**config.mk**
```make
export PLATFORM = sky130hd
export DESIGN_NAME = bin_to_sseg3
export DESIGN_NICKNAME = d
export VERILOG_FILES = /design/src/rtl/bin_to_sseg3_pkg.sv /design/src/rtl/bin_to_sseg3_bcd_to_sseg.sv /design/src/rtl/bin_to_sseg3.sv
export SDC_FILE = /design/constraint.sdc
export NUM_CORES = 1
export LEC_CHECK = 0
export CAP_MARGIN = 10
export CORE_UTILIZATION = 30
export DETAILED_ROUTE_END_ITERATION = 12
export PLACE_DENSITY = 0.56
export SYNTH_ARGS = -nofsm -noshare
export SYNTH_HDL_FRONTEND = slang
export SYNTH_SLANG_ARGS = --single-unit
```
**constraint.sdc**
```tcl
create_clock -name clk -period 2.7 [get_ports clk]
set_input_delay 0.675 -clock clk [delete_from_list [all_inputs] [get_ports clk]]
set_output_delay 0.675 -clock clk [all_outputs]
set_load 0.03 [all_outputs]
```
**src/rtl/bin_to_sseg3_pkg.sv**
```systemverilog
// rtl/bin_to_sseg3_pkg.sv - shared segment constants, FSM states and BCD helper
package bin_to_sseg3_pkg;

  // Bit positions inside a pattern {dp,g,f,e,d,c,b,a}
  localparam int SEG_A  = 0;
  localparam int SEG_B  = 1;
  localparam int SEG_C  = 2;
  localparam int SEG_D  = 3;
  localparam int SEG_E  = 4;
  localparam int SEG_F  = 5;
  localparam int SEG_G  = 6;
  localparam int SEG_DP = 7;

  // Active-low digit patterns with the decimal point dark
  localparam logic [7:0] SEG_0     = 8'hC0;
  localparam logic [7:0] SEG_1     = 8'hF9;
  localparam logic [7:0] SEG_2     = 8'hA4;
  localparam logic [7:0] SEG_3     = 8'hB0;
  localparam logic [7:0] SEG_4     = 8'h99;
  localparam logic [7:0] SEG_5     = 8'h92;
  localparam logic [7:0] SEG_6     = 8'h82;
  localparam logic [7:0] SEG_7     = 8'hF8;
  localparam logic [7:0] SEG_8     = 8'h80;
  localparam logic [7:0] SEG_9     = 8'h90;
  localparam logic [7:0] SEG_BLANK = 8'hFF;

  localparam int BIN_W    = 8;
  localparam int SHREG_W  = 20;
  localparam logic [3:0] LAST_SHIFT = 4'd7;

  typedef enum logic [1:0] {
    ST_IDLE,
    ST_SHIFT,
    ST_ENCODE
  } state_t;

  function automatic logic [3:0] dabble_adj(input logic [3:0] nib);
    return (nib >= 4'd5) ? nib + 4'd3 : nib;
  endfunction

endpackage

```
**src/rtl/bin_to_sseg3_bcd_to_sseg.sv**
```systemverilog
// rtl/bin_to_sseg3_bcd_to_sseg.sv - one BCD digit plus blank/dp to a segment pattern
module bcd_to_sseg
  import bin_to_sseg3_pkg::*;
#(
  parameter bit SEG_ALOW = 1'b1
) (
  input  logic [3:0] i_digit,
  input  logic       i_blank,
  input  logic       i_dp,
  output logic [7:0] o_seg
);

  logic [7:0] w_pat;

  always_comb begin
    w_pat = SEG_BLANK;
    if (!i_blank) begin
      case (i_digit)
        4'd0:    w_pat = SEG_0;
        4'd1:    w_pat = SEG_1;
        4'd2:    w_pat = SEG_2;
        4'd3:    w_pat = SEG_3;
        4'd4:    w_pat = SEG_4;
        4'd5:    w_pat = SEG_5;
        4'd6:    w_pat = SEG_6;
        4'd7:    w_pat = SEG_7;
        4'd8:    w_pat = SEG_8;
        4'd9:    w_pat = SEG_9;
        default: w_pat = SEG_BLANK;
      endcase
    end
    // The decimal point stays independent of blanking
    w_pat[SEG_DP] = ~i_dp;
    o_seg = SEG_ALOW ? w_pat : ~w_pat;
  end

endmodule

```
**src/rtl/bin_to_sseg3.sv**
```systemverilog
// rtl/bin_to_sseg3.sv - 8-bit binary to three seven-segment digits via serial double-dabble
module bin_to_sseg3
  import bin_to_sseg3_pkg::*;
#(
  parameter bit BLANK_LZ = 1'b1,
  parameter bit SEG_ALOW = 1'b1
) (
  input  logic             clk,
  input  logic             reset,
  input  logic             start,
  input  logic [BIN_W-1:0] bin,
  input  logic [2:0]       dp,
  output logic             busy,
  output logic             done,
  output logic [7:0]       seg2,
  output logic [7:0]       seg1,
  output logic [7:0]       seg0
);

  localparam logic [7:0] SEG_RESET = SEG_ALOW ? SEG_BLANK : ~SEG_BLANK;

  state_t             r_state;
  state_t             w_next;
  logic [SHREG_W-1:0] r_shreg;
  logic [3:0]         r_cnt;
  logic [2:0]         r_dp;
  logic               r_done;
  logic [7:0]         r_seg2;
  logic [7:0]         r_seg1;
  logic [7:0]         r_seg0;

  logic [3:0] w_h;
  logic [3:0] w_t;
  logic [3:0] w_u;
  logic       w_blank2;
  logic       w_blank1;
  logic [7:0] w_seg2;
  logic [7:0] w_seg1;
  logic [7:0] w_seg0;

  assign w_h      = r_shreg[19:16];
  assign w_t      = r_shreg[15:12];
  assign w_u      = r_shreg[11:8];
  assign w_blank2 = BLANK_LZ && (w_h == 4'd0);
  assign w_blank1 = BLANK_LZ && (w_h == 4'd0) && (w_t == 4'd0);

  always_ff @(posedge clk) begin
    if (!reset) r_state <= ST_IDLE;
    else        r_state <= w_next;
  end

  always_comb begin
    w_next = r_state;
    case (r_state)
      ST_IDLE:   if (start) w_next = ST_SHIFT;
      ST_SHIFT:  if (r_cnt == LAST_SHIFT) w_next = ST_ENCODE;
      ST_ENCODE: w_next = ST_IDLE;
      default:   w_next = ST_IDLE;
    endcase
  end

  always_ff @(posedge clk) begin
    if (!reset) begin
      r_shreg <= '0;
      r_cnt   <= 4'd0;
      r_dp    <= 3'd0;
      r_done  <= 1'b0;
      r_seg2  <= SEG_RESET;
      r_seg1  <= SEG_RESET;
      r_seg0  <= SEG_RESET;
    end else begin
      r_done <= 1'b0;
      case (r_state)
        ST_IDLE: begin
          if (start) begin
            r_shreg <= {12'b0, bin};
            r_dp    <= dp;
            r_cnt   <= 4'd0;
          end
        end
        ST_SHIFT: begin
          // Correct every BCD nibble first, then shift the whole register
          r_shreg <= {dabble_adj(w_h), dabble_adj(w_t), dabble_adj(w_u),
                      r_shreg[7:0]} << 1;
          r_cnt   <= r_cnt + 4'd1;
        end
        ST_ENCODE: begin
          r_seg2 <= w_seg2;
          r_seg1 <= w_seg1;
          r_seg0 <= w_seg0;
          r_done <= 1'b1;
        end
        default: ;
      endcase
    end
  end

  bcd_to_sseg #(.SEG_ALOW(SEG_ALOW)) u_dig2 (
    .i_digit (w_h),
    .i_blank (w_blank2),
    .i_dp    (r_dp[2]),
    .o_seg   (w_seg2)
  );

  bcd_to_sseg #(.SEG_ALOW(SEG_ALOW)) u_dig1 (
    .i_digit (w_t),
    .i_blank (w_blank1),
    .i_dp    (r_dp[1]),
    .o_seg   (w_seg1)
  );

  bcd_to_sseg #(.SEG_ALOW(SEG_ALOW)) u_dig0 (
    .i_digit (w_u),
    .i_blank (1'b0),
    .i_dp    (r_dp[0]),
    .o_seg   (w_seg0)
  );

  assign busy = (r_state != ST_IDLE);
  assign done = r_done;
  assign seg2 = r_seg2;
  assign seg1 = r_seg1;
  assign seg0 = r_seg0;

endmodule

```
==> results of run 1 <==
tightest hold or removal path: cells and delay by family, from the launching register on:
| kind | cells | cell delay (ns) |
|---|---|---|
| AOI/OAI and AO/OA | 1 | 0.05 |
| and+or+nand+nor | 1 | 0.05 |
| DFF | 1 | 0.31 |
per-stage QoR:
step           std cells  utilization  power (mW)  instance area [sq um]  setup slack, ns
2_1_floorplan        372            -        1.15                   3370            0.364
3_3_place_gp         555        0.369        1.20                   4010         -0.00844
3_5_place_dp         555        0.369        1.20                   4010          -0.0598
4_1_cts              571        0.384        1.94                   4180           0.0675
5_1_grt              571        0.384        2.00                   4180           0.0951
6_report             571        0.384        1.91                   4180            0.303
routing by layer:
| layer | wire length, um | up-vias | track usage |
|---|---|---|---|
| li1 | - | 1422 | - |
| met1 | 3550 | 1252 | 0.176 |
| met2 | 3360 | 53 | 0.214 |
| met3 | 275 | 14 | 0.0404 |
| met4 | 149 | 0 | 0.0656 |
| met5 | 0 | - | 0 |
final timing paths:
path / endpoint / depth (start not counted)
max: busy / 2
min: seg1[6] / 2
max reg2reg: register / 10
min reg2reg: seg1[6] / 2
layout by cell type, fill, tap and decap left out, types with 8 or more instances in the layout:
cell type | synthesis | routed
a21oi_1 | 12 | 12
and2_1 | 8 | 8
buf_4 | 1 | 26
clkbuf_8 | 0 | 10
clkdlybuf4s50_1 | 0 | 39
dfxtp_1 | 68 | 67
ha_1 | 21 | 21
inv_1 | 15 | 15
nand2_1 | 44 | 44
nand2b_1 | 8 | 8
nand3_1 | 12 | 12
nor2_1 | 28 | 28
nor3_1 | 16 | 16
o211a_1 | 8 | 8
o21ai_0 | 15 | 15
area by class of cell:
cell class	count	area [sq um]
fillers	1112	6710
multi-input cells	264	1820
flip-flops and latches	68	1360
repair buffers	65	586
well taps	140	175
clock buffers	14	153
inverters	18	70.1
clock inverters	2	10.0
timing repair:
action	CTS	global route
setup endpoints to repair	0	1
resized for setup	0	1
hold endpoints to repair	0	0
hold buffers	0	0
power by group:
part,internal (mW),leakage (nW),total (mW),switching [mW]
combinational,0.0695,1.17,0.141,0.0717
clock,0.357,0.0844,0.731,0.374
sequential,1.02,0.552,1.04,0.0156
total,1.45,1.80,1.91,0.461
cell families (layout without fill, tap and decap cells):
logic type,count (synthesis),after routing,synth area share
simple gates,145,145,0.230
mux,4,4,0.0119
compound gates,91,91,0.213
flops,68,68,0.404
fa+ha+maj,21,21,0.0780
xor+xnor,3,3,0.00780
buf+inv,40,99,0.0553
==> results.rst, run 1 <==
.. list-table::
   :header-rows: 1

   * - Metric
     - Value
   * - Run status
     - finished clean
   * - Antenna violations before repair
     - 0
   * - TritonCTS Buffers
     - 9
   * - Worst-Skew Late Latency
     - roughly 0.35 ns
   * - Proportion of netlist area held by the largest area contributor
     - 0.404
   * - Cell-by-cell listing of the critical path
     - or2_2 > clkdlybuf4s50_1
   * - Period utilization
     - 0.888
   * - Net count after synthesis
     - roughly 400
   * - Iter 0 DRT Violations
     - between 80 and 90
   * - Routability congestion estimate
     - 0.813
   * - Number of nets in the layout
     - between 400 and 500
   * - Die area
     - about 0.012 sq mm
   * - Largest delay contributor family on the critical path
     - buffers and inverters
   * - Wirelength, routed
     - between 7000 and 8000 um
   * - Maximum number of pins on one net before global-route repair
     - 31
   * - Drt via density
     - roughly 4.8
   * - Number of unique standard cell types used by synthesis
     - 61
   * - Root cell of the clock tree
     - clkbuf_8
   * - # IOs
     - 40
   * - Worst stage delay on the critical path
     - ~0.66 ns
   * - EDFF count, synth
     - 0
   * - Fraction of the yosys area taken by sequential cells
     - 0.404
   * - Std-Cell Core Area
     - ~0.011 sq mm
   * - Row Count
     - 38
   * - Final Max Slew Viols
     - 0
   * - Setup repair after global routing missed its margin
     - no
   * - Final HPWL DP
     - between 5000 and 6000 um
   * - Number of max-cap violations
     - 0
   * - Final critical delay including setup and external delays
     - 2.40 ns
   * - Initial DRT Pass Iterations
     - 4
   * - Category of the critical setup timing path
     - register to primary output
   * - CTS Sinks
     - between 60 and 70
   * - Clock input transition at the sequential cells of the worst setup and hold paths
     - approximately 0.070 ns
   * - Area growth, synth to finish
     - 24.0%
   * - Slowest CP cell
     - clkdlybuf4s50_1
   * - Post-synthesis cell area
     - around 0.0034 sq mm
   * - Critical register-to-register path startpoint
     - r_shreg[12]
   * - Initial cell density of the core
     - 0.309
   * - Grt total ovfl
     - 0
   * - Leakage power summed over all cells
     - 1.80 nW
   * - Buffers and inverters on the worst path
     - 1
   * - CTS max path bufs
     - 2
   * - Post-synthesis average cell area
     - between 9 and 10 sq um
   * - Die span in x
     - approximately 110 um
   * - # setup viols final
     - 0
   * - Peak Freq
     - 0.417 GHz
   * - Min-delay worst type
     - register to register
   * - Per-cell routed wire length
     - roughly 13 um
   * - Endpoint kind of the worst setup timing path
     - primary output
   * - Antenna-violating nets left
     - 0
   * - Peak supply drop
     - ~170 uV
   * - Top FF cell, synth
     - dfxtp_1
   * - Launching element type of the critical path
     - register
   * - PD cells
     - between 400 and 500 mW/mm^2
   * - Headroom to the max-slew limit
     - 0.552
   * - Number of buffers added for setup after CTS
     - 0
   * - Count of inserted antenna diode cells
     - 0
   * - Number of hold-slack violations in the final timing report
     - 0
   * - Via count of the first global-routing pass
     - roughly 2700
   * - Aggregate negative setup slack
     - 0 ns
   * - Wire length of the first global-routing pass
     - about 13000 um
   * - Crit path from
     - r_state[0]
   * - Buffers added on ports
     - 39
   * - CTS tree
     - built
   * - Layout Skew
     - 0.00775 ns
   * - R2R setup slack
     - 0.31 ns
   * - Routed vias
     - approximately 2700
   * - Critical path required time
     - slightly above 2 ns
   * - Count of H-tree levels built during CTS
     - 3
   * - Area leader, netlist
     - dfxtp_1
   * - DRC Markers
     - 0
   * - Synth top area cells
     - dfxtp_1 40%, ha_1 7.8%, nand2_1 4.9%, nor2_1 3.1%, nor3_1 2.4%
   * - Count of synthesis-stage warnings from yosys
     - 0
   * - Number of instances in the synthesized netlist
     - ~370
   * - Critical-path maximum fanout
     - 10
   * - Top cells by instance count after synthesis
     - 68 x dfxtp_1, 44 x nand2_1, 28 x nor2_1
   * - Die Height
     - approximately 110 um
   * - Hold slack final
     - 0.446 ns
   * - Arrival @ worst endpoint
     - around 1.7 ns
   * - Proportion of layout cells with a drive suffix above 1
     - 0.146
   * - Most frequent cell after synthesis
     - dfxtp_1
   * - Yosys reg bits
     - 68
   * - Tightest Pin Transition
     - ~0.67 ns
   * - Post-synth ARST share
     - 0
   * - GRT Resource Usage Total
     - 0.138
Note: power is estimated with default switching activity, not from simulation.
==> run 2: changes to the inputs <==
--- a/config.mk
+++ b/config.mk
@@ -6,9 +6,9 @@
 export NUM_CORES = 1
 export LEC_CHECK = 0
 export CAP_MARGIN = 10
-export CORE_UTILIZATION = 30
+export CORE_UTILIZATION = 45
 export DETAILED_ROUTE_END_ITERATION = 12
-export PLACE_DENSITY = 0.56
+export PLACE_DENSITY = 0.75
 export SYNTH_ARGS = -nofsm -noshare
 export SYNTH_HDL_FRONTEND = slang
 export SYNTH_SLANG_ARGS = --single-unit
==> results.rst, run 2 (synthesis results as in run 1) <==
.. list-table::
   :header-rows: 1

   * - Metric
     - Value
   * - Run status
     - finished clean
   * - Slowest CP cell
     - clkdlybuf4s50_1
   * - Antenna violations before repair
     - 0 (unchanged)
   * - Final HPWL DP
     - 4940 um (-6.3%)
   * - R2R setup slack
     - 0.34 ns (+0.03 ns)
   * - Critical-path maximum fanout
     - 10 (unchanged)
   * - Worst-Skew Late Latency
     - 0.35 ns (about the same)
   * - Wirelength, routed
     - 7000 um (-4.6%)
   * - Termination of the worst setup path
     - busy
   * - Peak Freq
     - 0.392 GHz (-6.2%)
   * - Antenna-violating nets left
     - 0 (unchanged)
   * - Die area
     - 0.00784 sq mm (-33%)
   * - Power, Total
     - 2.12 mW (+11%)
   * - Category of the critical setup timing path
     - register to primary output
   * - Min-delay worst type
     - register to register
   * - Cell area reported after detailed placement
     - 0.00395 sq mm (-1.7%)
   * - GRT Resource Usage Total
     - 0.198 (+0.0593)
   * - CTS Sinks
     - 68 (unchanged)
   * - Crit path from
     - r_state[0]
   * - PD cells
     - 509 mW/mm^2 (+11%)
   * - Critical path required time
     - 2.03 ns (about the same)
   * - Die Height
     - 88.5 um (-18%)
   * - Headroom to the max-slew limit
     - 0.495 (-0.0570)
   * - Endpoint kind of the worst setup timing path
     - primary output
   * - Std-Cell Core Area
     - 0.00725 sq mm (-33%)
   * - Number of hold-repair buffers added at the cts stage
     - 0 (unchanged)
   * - Post-CTS resize count
     - 0 (unchanged)
   * - Drt via density
     - 5.24 (+9.1%)
   * - CTS tree
     - built
   * - FF-to-FF path depth
     - 8 (-2)
   * - Int Power
     - 1.64 mW (+13%)
   * - Period utilization
     - 0.946 (+0.0582)
   * - Routability congestion estimate
     - 0.844 (+3.8%)
   * - Part of the power in combinational logic
     - 0.067 (-0.007)
   * - Net Sw Power
     - 0.486 mW (+5.4%)
   * - Launching element type of the critical path
     - register
   * - Initial DRT Pass Iterations
     - 4 (unchanged)
   * - Count of H-tree levels built during CTS
     - 3 (unchanged)
   * - Routed vias
     - 2766 (+0.91%)
   * - Flop pwr share
     - 0.487 (-0.056)
   * - Proportion of layout cells with a drive suffix above 1
     - 0.147 (+0.000681)
   * - Number of instances in the placed design
     - 512 (-7.7%)
   * - Arrival @ worst endpoint
     - 1.88 ns (+0.16 ns)
   * - DRC Markers
     - 0 (unchanged)
   * - Number of nets in the layout
     - 459 (-0.43%)
   * - Switching part of the total power
     - 0.229 (-0.0129)
   * - Root cell of the clock tree
     - clkbuf_8
   * - Clock input transition at the sequential cells of the worst setup and hold paths
     - 0.08 ns (about the same)
   * - Peak supply drop
     - 281 uV (+66%)
   * - Die span in x
     - 88.5 um (-18%)
   * - Row Count
     - 31 (-18%)
   * - TritonCTS Buffers
     - 9 (unchanged)
   * - Count of non-filler cells in the finished layout
     - 528 (-7.5%)
   * - Setup repair after global routing missed its margin
     - no
   * - Grt total ovfl
     - 0 (unchanged)
   * - Number of hold-slack violations in the final timing report
     - 0 (unchanged)
   * - CTS max path bufs
     - 2 (unchanged)
   * - Critical register-to-register path startpoint
     - r_state[0]
   * - Via count of the first global-routing pass
     - 2589 (-3.7%)
   * - # IOs
     - 40 (unchanged)
   * - Final Max Slew Viols
     - 0 (unchanged)
   * - Final Cell Area
     - 0.00417 sq mm (about the same)
   * - Layout Skew
     - 0.00879 ns (+0.00104 ns)
   * - Count of inserted antenna diode cells
     - 0 (unchanged)
   * - Final critical delay including setup and external delays
     - 2.55 ns (+0.157 ns)
   * - Number of max-cap violations
     - 0 (unchanged)
   * - Worst stage delay on the critical path
     - 0.66 ns (about the same)
   * - Per-cell routed wire length
     - 13.3 um (+3.1%)
   * - Cell-by-cell listing of the critical path
     - or2_2 > clkdlybuf4s50_1
   * - Wire length of the first global-routing pass
     - 11900 um (-5.5%)
   * - Tightest Pin Transition
     - 0.756 ns (+0.0851 ns)
   * - Maximum number of pins on one net before global-route repair
     - 25 (-19%)
   * - Buffers added on ports
     - 39 (unchanged)
   * - Clk pwr share
     - 0.446 (+0.063)
   * - Number of buffers added for setup after CTS
     - 0 (unchanged)
   * - Area growth, synth to finish
     - 23.9% (about the same)
   * - Iter 0 DRT Violations
     - 132 (+53%)
   * - Commonest non-fill, non-tap cell in the layout
     - dfxtp_1
   * - Highest-count cells in the layout ignoring fill and taps
     - 68 x dfxtp_1, 44 x nand2_1, 39 x clkdlybuf4s50_1
   * - Initial cell density of the core
     - 0.465 (+0.155)
   * - # setup viols final
     - 0 (unchanged)
   * - Leakage power summed over all cells
     - 1.82 nW (+0.89%)
## run 2: cell types whose count changed in the layout (fill, tap and decap cells not counted), sizes merged
cell      delta
buf          -2
bufinv       +2
clkbuf       -3
clkinvlp     +1
## run 2: layout make-up
type | instances | area (sq um)
multi-input combinational | 264 | 1820
tap | 99 | 124
clock inverter | 5 | 85.1
inverter | 18 | 70.1
timing repair buffer | 63 | 571
fill | 636 | 3080
clock buffer | 11 | 141
sequential | 68 | 1360
## run 2: how the worst min path moves through the flow
stage	start	endpoint	cells after the start
3_5_place_dp	register	seg1[1]	2
4_1_cts	register	seg1[1]	2
2_1_floorplan	register	seg1[0]	2
5_1_grt	register	seg1[4]	2
6_report	register	seg1[1]	2
3_3_place_gp	register	seg1[3]	2
## run 2: worst max-delay path, delay by kind of cell, from the launching register on
kind,cells,cell delay [ns]
buffers and inverters,1,0.66
AND/OR/NAND/NOR,1,0.22
flip-flops,1,0.65
## run 2: power groups by stage
stage | clock network, mW | registers, mW | logic, mW
after floorplan | 0 | 1.05 | 0.0981
after global placement | 0 | 1.06 | 0.138
after detailed placement | 0 | 1.06 | 0.141
after CTS | 0.965 | 1.03 | 0.143
after global routing | 1.01 | 1.04 | 0.158
final | 0.947 | 1.04 | 0.142
## run 2: per-layer routing
layer	track usage	vias up	share of wire
met2	0.317	48	0.48
met5	0	-	0
li1	-	1423	-
met1	0.253	1285	0.46
met3	0.0466	10	0.036
met4	0.0865	0	0.015
## run 2: stage by stage
stage                      util  setup WS (ns)  TNS (ns)  hold slack, ns
after floorplan               -          0.364         0           0.418
after global placement    0.544        0.00307         0           0.423
after detailed placement  0.544        -0.0806    -0.551           0.431
after CTS                 0.575          0.132         0           0.449
after global routing      0.575         0.0596         0           0.474
final                     0.575          0.146         0           0.447
==> run 3: changes to the inputs <==
--- a/config.mk
+++ b/config.mk
@@ -5,7 +5,7 @@
 export SDC_FILE = /design/constraint.sdc
 export NUM_CORES = 1
 export LEC_CHECK = 0
-export CAP_MARGIN = 10
+export CAP_MARGIN = 20
 export CORE_UTILIZATION = 45
 export DETAILED_ROUTE_END_ITERATION = 12
 export PLACE_DENSITY = 0.75
==> results of run 3 <==
No change in the layout: final DEF, timing and power equal those of run 2.
